**config.mk**
```make
export PLATFORM = sky130hd
export DESIGN_NAME = board_recorder
export DESIGN_NICKNAME = d
export VERILOG_FILES = /design/src/rtl/connect4_pkg.sv /design/src/rtl/board_scanner.sv /design/src/rtl/board_recorder.sv
export SDC_FILE = /design/constraint.sdc
export NUM_CORES = 1
export LEC_CHECK = 0
export CAP_MARGIN = 20
export CELL_PAD_IN_SITES_DETAIL_PLACEMENT = 0
export CELL_PAD_IN_SITES_GLOBAL_PLACEMENT = 1
export CORE_AREA = 2 2 78 80
export DETAILED_ROUTE_END_ITERATION = 8
export DIE_AREA = 0 0 80 82
export PLACE_DENSITY = 0.84
export SLEW_MARGIN = 10
export SYNTH_ARGS = -nofsm -noshare
export SYNTH_HDL_FRONTEND = slang
export SYNTH_SLANG_ARGS = --single-unit
```
**constraint.sdc**
```tcl
create_clock -name clk -period 2.5 [get_ports clk]
set_input_delay 0.5 -clock clk [delete_from_list [all_inputs] [get_ports clk]]
set_output_delay 0.5 -clock clk [all_outputs]
set_load 0.01 [all_outputs]
```
**src/rtl/connect4_pkg.sv**
```systemverilog
// Shared constants for the 4x4 Connect-4 board: cell encoding, win lines,
// winner codes and the recorder FSM state type.
package connect4_pkg;

   localparam logic [4:0] NO_MOVE = 5'd31;

   // Four rows, four columns, then the two diagonals.
   localparam logic [15:0] WIN_MASKS [10] = '{
      16'h000F, 16'h00F0, 16'h0F00, 16'hF000,
      16'h1111, 16'h2222, 16'h4444, 16'h8888,
      16'h8421, 16'h1248
   };

   localparam logic [1:0] W_NONE = 2'b00;
   localparam logic [1:0] W_P1   = 2'b01;
   localparam logic [1:0] W_P2   = 2'b10;
   localparam logic [1:0] W_DRAW = 2'b11;

   typedef enum logic [1:0] {
      S_IDLE  = 2'd0,
      S_PLACE = 2'd1,
      S_CHECK = 2'd2,
      S_DONE  = 2'd3
   } state_t;

   function automatic logic has_line(input logic [15:0] map);
      logic found;
      found = 1'b0;
      for (int i = 0; i < 10; i++) begin
         if ((map & WIN_MASKS[i]) == WIN_MASKS[i]) found = 1'b1;
      end
      return found;
   endfunction

endpackage

```
**src/rtl/board_scanner.sv**
```systemverilog
// Row-multiplexed view of the board occupancy for a scanned display.
// Only instantiated when CONNECT4_SCAN_EN is defined.
module board_scanner
   import connect4_pkg::*;
#(
   parameter int SCAN_DIV = 1000
) (
   input  logic        clk,
   input  logic        reset,
   input  logic [15:0] occ_p1,
   input  logic [15:0] occ_p2,
   output logic [3:0]  scan_row,
   output logic [3:0]  scan_p1,
   output logic [3:0]  scan_p2
);

   localparam int DW = (SCAN_DIV > 2) ? $clog2(SCAN_DIV) : 1;
   localparam logic [DW-1:0] DIV_LAST = DW'(SCAN_DIV - 1);

   logic [DW-1:0] div_cnt;
   logic [1:0]    row;
   logic [1:0]    row_nxt;

   assign row_nxt = (div_cnt == DIV_LAST) ? row + 2'd1 : row;

   // Row select and row data are registered from the same next-row value so
   // they always change on the same edge.
   always_ff @(posedge clk or posedge reset) begin
      if (reset) begin
         div_cnt  <= '0;
         row      <= 2'd0;
         scan_row <= 4'b1110;
         scan_p1  <= 4'd0;
         scan_p2  <= 4'd0;
      end else begin
         div_cnt  <= (div_cnt == DIV_LAST) ? '0 : div_cnt + 1'b1;
         row      <= row_nxt;
         scan_row <= ~(4'b0001 << row_nxt);
         scan_p1  <= occ_p1[{row_nxt, 2'b00} +: 4];
         scan_p2  <= occ_p2[{row_nxt, 2'b00} +: 4];
      end
   end

endmodule

```
**src/rtl/board_recorder.sv**
```systemverilog
// Game-state keeper for the 4x4 Connect-4 board: legality check, placement,
// win/draw detection. Define CONNECT4_SCAN_EN to add the scanned row outputs.
module board_recorder
   import connect4_pkg::*;
#(
   parameter int SCAN_DIV = 1000
) (
   input  logic        clk,
   input  logic        reset,
   // Handshake: a move transfers on a rising edge where move_valid and
   // move_ready are both high; move_valid is ignored while move_ready is low.
   input  logic        move_valid,
   input  logic [4:0]  move_pos,
   output logic        move_ready,
   output logic [15:0] occ_p1,
   output logic [15:0] occ_p2,
   output logic        current_player,
   output logic [1:0]  winner,
   output logic        game_over,
   output logic        illegal,
   output state_t      state_dbg
`ifdef CONNECT4_SCAN_EN
   ,
   output logic [3:0]  scan_row,
   output logic [3:0]  scan_p1,
   output logic [3:0]  scan_p2
`endif
);

   state_t      state, state_nxt;
   logic [3:0]  pos_q;
   logic [15:0] occ_all;
   logic        move_legal;
   logic        accept, reject, line_done, board_full;

   assign occ_all    = occ_p1 | occ_p2;
   assign line_done  = has_line(current_player ? occ_p2 : occ_p1);
   assign board_full = &occ_all;

   // A cell above row 0 needs the cell directly below it filled.
   assign move_legal = (move_pos < 5'd16) && !occ_all[move_pos[3:0]] &&
                       ((move_pos < 5'd4) || occ_all[move_pos[3:0] - 4'd4]);

   always_ff @(posedge clk or posedge reset) begin
      if (reset) state <= S_IDLE;
      else       state <= state_nxt;
   end

   always_comb begin
      state_nxt = state;
      accept    = 1'b0;
      reject    = 1'b0;
      case (state)
         S_IDLE: begin
            if (move_valid && move_pos != NO_MOVE) begin
               if (move_legal) begin
                  accept    = 1'b1;
                  state_nxt = S_PLACE;
               end else begin
                  reject = 1'b1;
               end
            end
         end
         S_PLACE: state_nxt = S_CHECK;
         S_CHECK: state_nxt = (line_done || board_full) ? S_DONE : S_IDLE;
         S_DONE:  state_nxt = S_DONE;
         default: state_nxt = S_IDLE;
      endcase
   end

   always_ff @(posedge clk or posedge reset) begin
      if (reset) begin
         pos_q          <= 4'd0;
         occ_p1         <= 16'd0;
         occ_p2         <= 16'd0;
         current_player <= 1'b0;
         winner         <= W_NONE;
         illegal        <= 1'b0;
      end else begin
         illegal <= reject;
         if (accept) pos_q <= move_pos[3:0];
         if (state == S_PLACE) begin
            if (current_player) occ_p2[pos_q] <= 1'b1;
            else                occ_p1[pos_q] <= 1'b1;
         end
         if (state == S_CHECK) begin
            if (line_done)       winner <= current_player ? W_P2 : W_P1;
            else if (board_full) winner <= W_DRAW;
            else                 current_player <= ~current_player;
         end
      end
   end

   assign move_ready = (state == S_IDLE);
   assign game_over  = (state == S_DONE);
   assign state_dbg  = state;

`ifdef CONNECT4_SCAN_EN
   board_scanner #(.SCAN_DIV(SCAN_DIV)) u_scanner (
      .clk      (clk),
      .reset    (reset),
      .occ_p1   (occ_p1),
      .occ_p2   (occ_p2),
      .scan_row (scan_row),
      .scan_p1  (scan_p1),
      .scan_p2  (scan_p2)
   );
`endif

endmodule
```
==> qor.csv <==
stage,metric,value,unit
clocking,post-CTS setup buffer count,0,
critical_path,Worst path most repeated cell,mux2_2,
critical_path,kind of cell adding the most delay to the critical path,multiplexers,
detailed_routing,DRT Pass-1 Iters,4,
sta,endpoints failing setup,0,
floorplanning,IO Count,48,
logic_synthesis,Mean Syn Cell Area,10.5,um2
critical_path,R2R depth,6,
power_and_ir_drop,power per cell area,1090,nW/um2
critical_path,Crit Path Class,in2reg,
global_routing,first-pass GRT wire length,10.6,mm
detailed_routing,vias per cell,5.62,
floorplanning,die area,6560,um2
layout,Finished Layout Cells,352,
critical_path,CP Data Arrival Time,2.52,ns
critical_path,"Buf+Inv Stages, Crit Path",1,
sta,setup TNS,0,ns
logic_synthesis,cells after synthesis,206,
critical_path,Critical Path Fanout Max,5,
sta,Final Max Slew Viols,0,
critical_path,"Largest stage delay, worst path",0.64,ns
sta,Peak Freq,426,MHz
outcome,status,"complete, no violations",
sta,Final Critical Period,2.35,ns
sta,setup ws final,0.151,ns
logic_synthesis,synth cell count leaders,"dfrtp_1 (42), nor2_1 (23), nand2_1 (13)",
logic_synthesis,number of flops mapped to enable cells by yosys,0,
logic_synthesis,most frequent cell after synthesis,dfrtp_1,
clocking,Clock Root Buffer,clkbuf_8,
layout,fill cell count,525,
critical_path,FF-to-FF End,pos_q[3]$_DFFE_PP0P_,
power_and_ir_drop,clock power share,0.133,
logic_synthesis,#FFs+latches synth,42,
layout,Layout Nets,287,
worst_hold_path,Cells on Worst Hold Path,2,
logic_synthesis,Netlist cell types,40,
floorplanning,Die X,80,um
placed_design,dpl cells,346,
critical_path,Worst EP required,2.67,ns
critical_path,Reg2Reg Launch Point,occ_p2[15]$_DFFE_PP0P_,
clocking,Clock Sink Count,42,
clocking,maximum clock path buffer count,2,
critical_path,r2r setup slk,0.23,ns
critical_path,Crit. End Element,flop,
layout,fraction of layout cells with a size suffix above 1,0.177,
power_and_ir_drop,Net Switching,1.28,mW
detailed_routing,met3 WL,501,um
logic_synthesis,post-synthesis sequential area ratio,0.488,
power_and_ir_drop,Comb power frac,0.463,
clocking,H-tree depth,2,
detailed_routing,# DRC,0,
critical_path,Crit-path slowest cell,mux4_1,
floorplanning,row cnt,28,
placed_design,PortBufs,47,
layout,Antenna diodes,0,
clocking,CTS tree,yes,
sta,hold_ws,0.523,ns
power_and_ir_drop,VDD IR-drop max,0.475,mV
logic_synthesis,synth warn,0,
sta,hold violation count in the final report,0,
placed_design,Placement Setup Slack,-0.401,ns
logic_synthesis,Synth top area share,0.488,
global_routing,grt ovf,0,
worst_hold_path,HP Start,winner[0]$_DFFE_PP0P_,
clocking,"Clk Latency, worst-skew pair",0.29,ns
global_routing,largest net degree at the start of global routing,43,
clocking,CTS buffer count,5,
logic_synthesis,predominant post-synthesis flop cell,dfrtp_1,
detailed_routing,Routed Antenna Nets,0,
global_routing,Global Route Usage Sum,0.217,
sta,relative slew slack,0.484,
clocking,"CTS clk-pin slew, worst paths",0.08,ns
global_routing,initial antenna violation count,0,
logic_synthesis,Synth Cell Area,2150,um2
power_and_ir_drop,share of power burned in registers,0.404,
power_and_ir_drop,Internal,1.92,mW
worst_hold_path,worst min-delay path category,reg2reg,
flow_run,Max-Cap Viols,0,
power_and_ir_drop,Leak Pwr,1.33,nW
layout,Layout area overhead,36.6,%
placed_design,GP Congestion,0.972,
sta,setup repair after global routing missed its margin,no,
global_routing,vias in the first global route,1996,
detailed_routing,DR WL/cell,18.6,um
power_and_ir_drop,switching part of the total,0.399,
sta,Worst-Margin Slew,0.773,ns
clocking,hold_buf cts,0,
detailed_routing,Detailed Route WL,6.53,mm
floorplanning,core area,5750,um2
detailed_routing,uppermost layer routed,met4,
sta,clk_skew,0.00697,ns
floorplanning,initial core utilization,0.375,
detailed_routing,M1 WL,2.86,mm
worst_hold_path,Hold EP,winner[0]$_DFFE_PP0P_,
detailed_routing,DR vias,1977,
detailed_routing,met2 WL,3.08,mm
placed_design,Detailed Place HPWL,4.90,mm
logic_synthesis,post-synth top area cell,dfrtp_1,
critical_path,cell breakdown of the critical path,dlygate4sd2_1 > mux4_1 > mux2_2 > a31oi_1 > nand3b_2 > mux2_2,
logic_synthesis,"top cells by area, synth","dfrtp_1 (49%), a21o_1 (4.2%), nor2_1 (4.0%), o21bai_1 (3.8%), mux4_1 (3.7%)",
logic_synthesis,async set or reset register ratio after synthesis,1.00,
detailed_routing,1st-iter DRT viols,131,
critical_path,startpoint types,input port,
floorplanning,chip height,82,um
sta,final worst-path cycle share,0.940,
logic_synthesis,"Net Count, Synth",215,
## metrics by stage
step	utilization	total power, mW	cell area, um2
global route	0.512	3.39	2940
global placement	0.498	2.74	2860
detailed placement	0.498	2.76	2860
CTS	0.512	3.20	2940
finish	0.512	3.20	2940
floorplan	-	1.91	2150
## sequential cells by signal, summed over array words and instances, names as in the netlist
register        cells
current_player      1
illegal             1
occ_p1             16
occ_p2             16
pos_q               4
state_dbg           2
winner              2
## worst reg2reg max path, cell delays in order, from the launching register on
cell	delay, ns
dfrtp_1	0.48
nor2_1	0.11
mux4_1	0.53
mux2_2	0.28
a31oi_1	0.25
nand3b_2	0.18
mux2_2	0.32
## power by group through the flow
| stage | combinational (mW) | clock, mW | sequential, mW |
|---|---|---|---|
| 2_1_floorplan | 0.656 | 0 | 1.25 |
| 3_3_place_gp | 1.46 | 0 | 1.29 |
| 3_5_place_dp | 1.47 | 0 | 1.29 |
| 4_1_cts | 1.48 | 0.436 | 1.28 |
| 5_1_grt | 1.60 | 0.472 | 1.32 |
| 6_report | 1.48 | 0.427 | 1.29 |
## per-layer routing
layer | up-vias | GRT usage
met4 | 0 | 0.0729
met5 | - | 0
met1 | 974 | 0.308
met2 | 83 | 0.337
met3 | 9 | 0.0396
li1 | 911 | -
## cells by family after synthesis
kind of cell,share of synthesized area
AND/OR/NAND/NOR,0.197
AO/OA/AOI/OAI,0.193
flip-flops,0.488
buffers and inverters,0.0244
multiplexers,0.0871
XOR/XNOR,0.00407
adder cells (fa/ha/maj),0.00581
## worst max path at each step
| stage | start | endpoint | slack [ns] | depth (start not counted) |
|---|---|---|---|---|
| 2_1_floorplan | move_pos[0] | pos_q[0]$_DFFE_PP0P_ | 0.30 | 6 |
| 3_3_place_gp | move_pos[0] | pos_q[2]$_DFFE_PP0P_ | -0.32 | 6 |
| 3_5_place_dp | move_pos[0] | pos_q[3]$_DFFE_PP0P_ | -0.40 | 6 |
| 4_1_cts | move_pos[1] | pos_q[3]$_DFFE_PP0P_ | 0.14 | 6 |
| 5_1_grt | move_pos[1] | pos_q[3]$_DFFE_PP0P_ | 0.02 | 6 |
| 6_report | move_pos[0] | pos_q[3]$_DFFE_PP0P_ | 0.15 | 6 |
## timing repair
action                                  CTS  global route
pin swaps                                 0             1
endpoints found under the setup margin    4             4
gates resized for setup                   1             0
## layout by cell type (no fill, tap or decap), types with 3 or more instances in the layout
master / count
mux4_1: 3
o21bai_1: 11
clkdlybuf4s50_1: 46
or2_2: 3
nand2_1: 13
mux2i_1: 3
clkbuf_8: 6
a21o_1: 12
inv_1: 8
mux2_2: 5
nand3b_1: 4
nor2b_1: 4
o21ai_0: 8
a21oi_1: 6
nor4_1: 4
nand2b_1: 3
dfrtp_1: 42
nor3b_1: 3
a31o_2: 9
nor2_1: 23
nand4_1: 7
buf_4: 22
nor3_1: 3
nand3_1: 7
## area by class of cell
cell class                 count  area, um2  share of cell area
sequential                    42       1050               0.357
multi-input combinational    152       1050               0.357
timing repair buffer          69        634               0.216
tap                           75       93.8              0.0319
clock buffer                   6       82.6              0.0281
inverter                       8       30.0              0.0102
(Power assumes the default switching activity.)
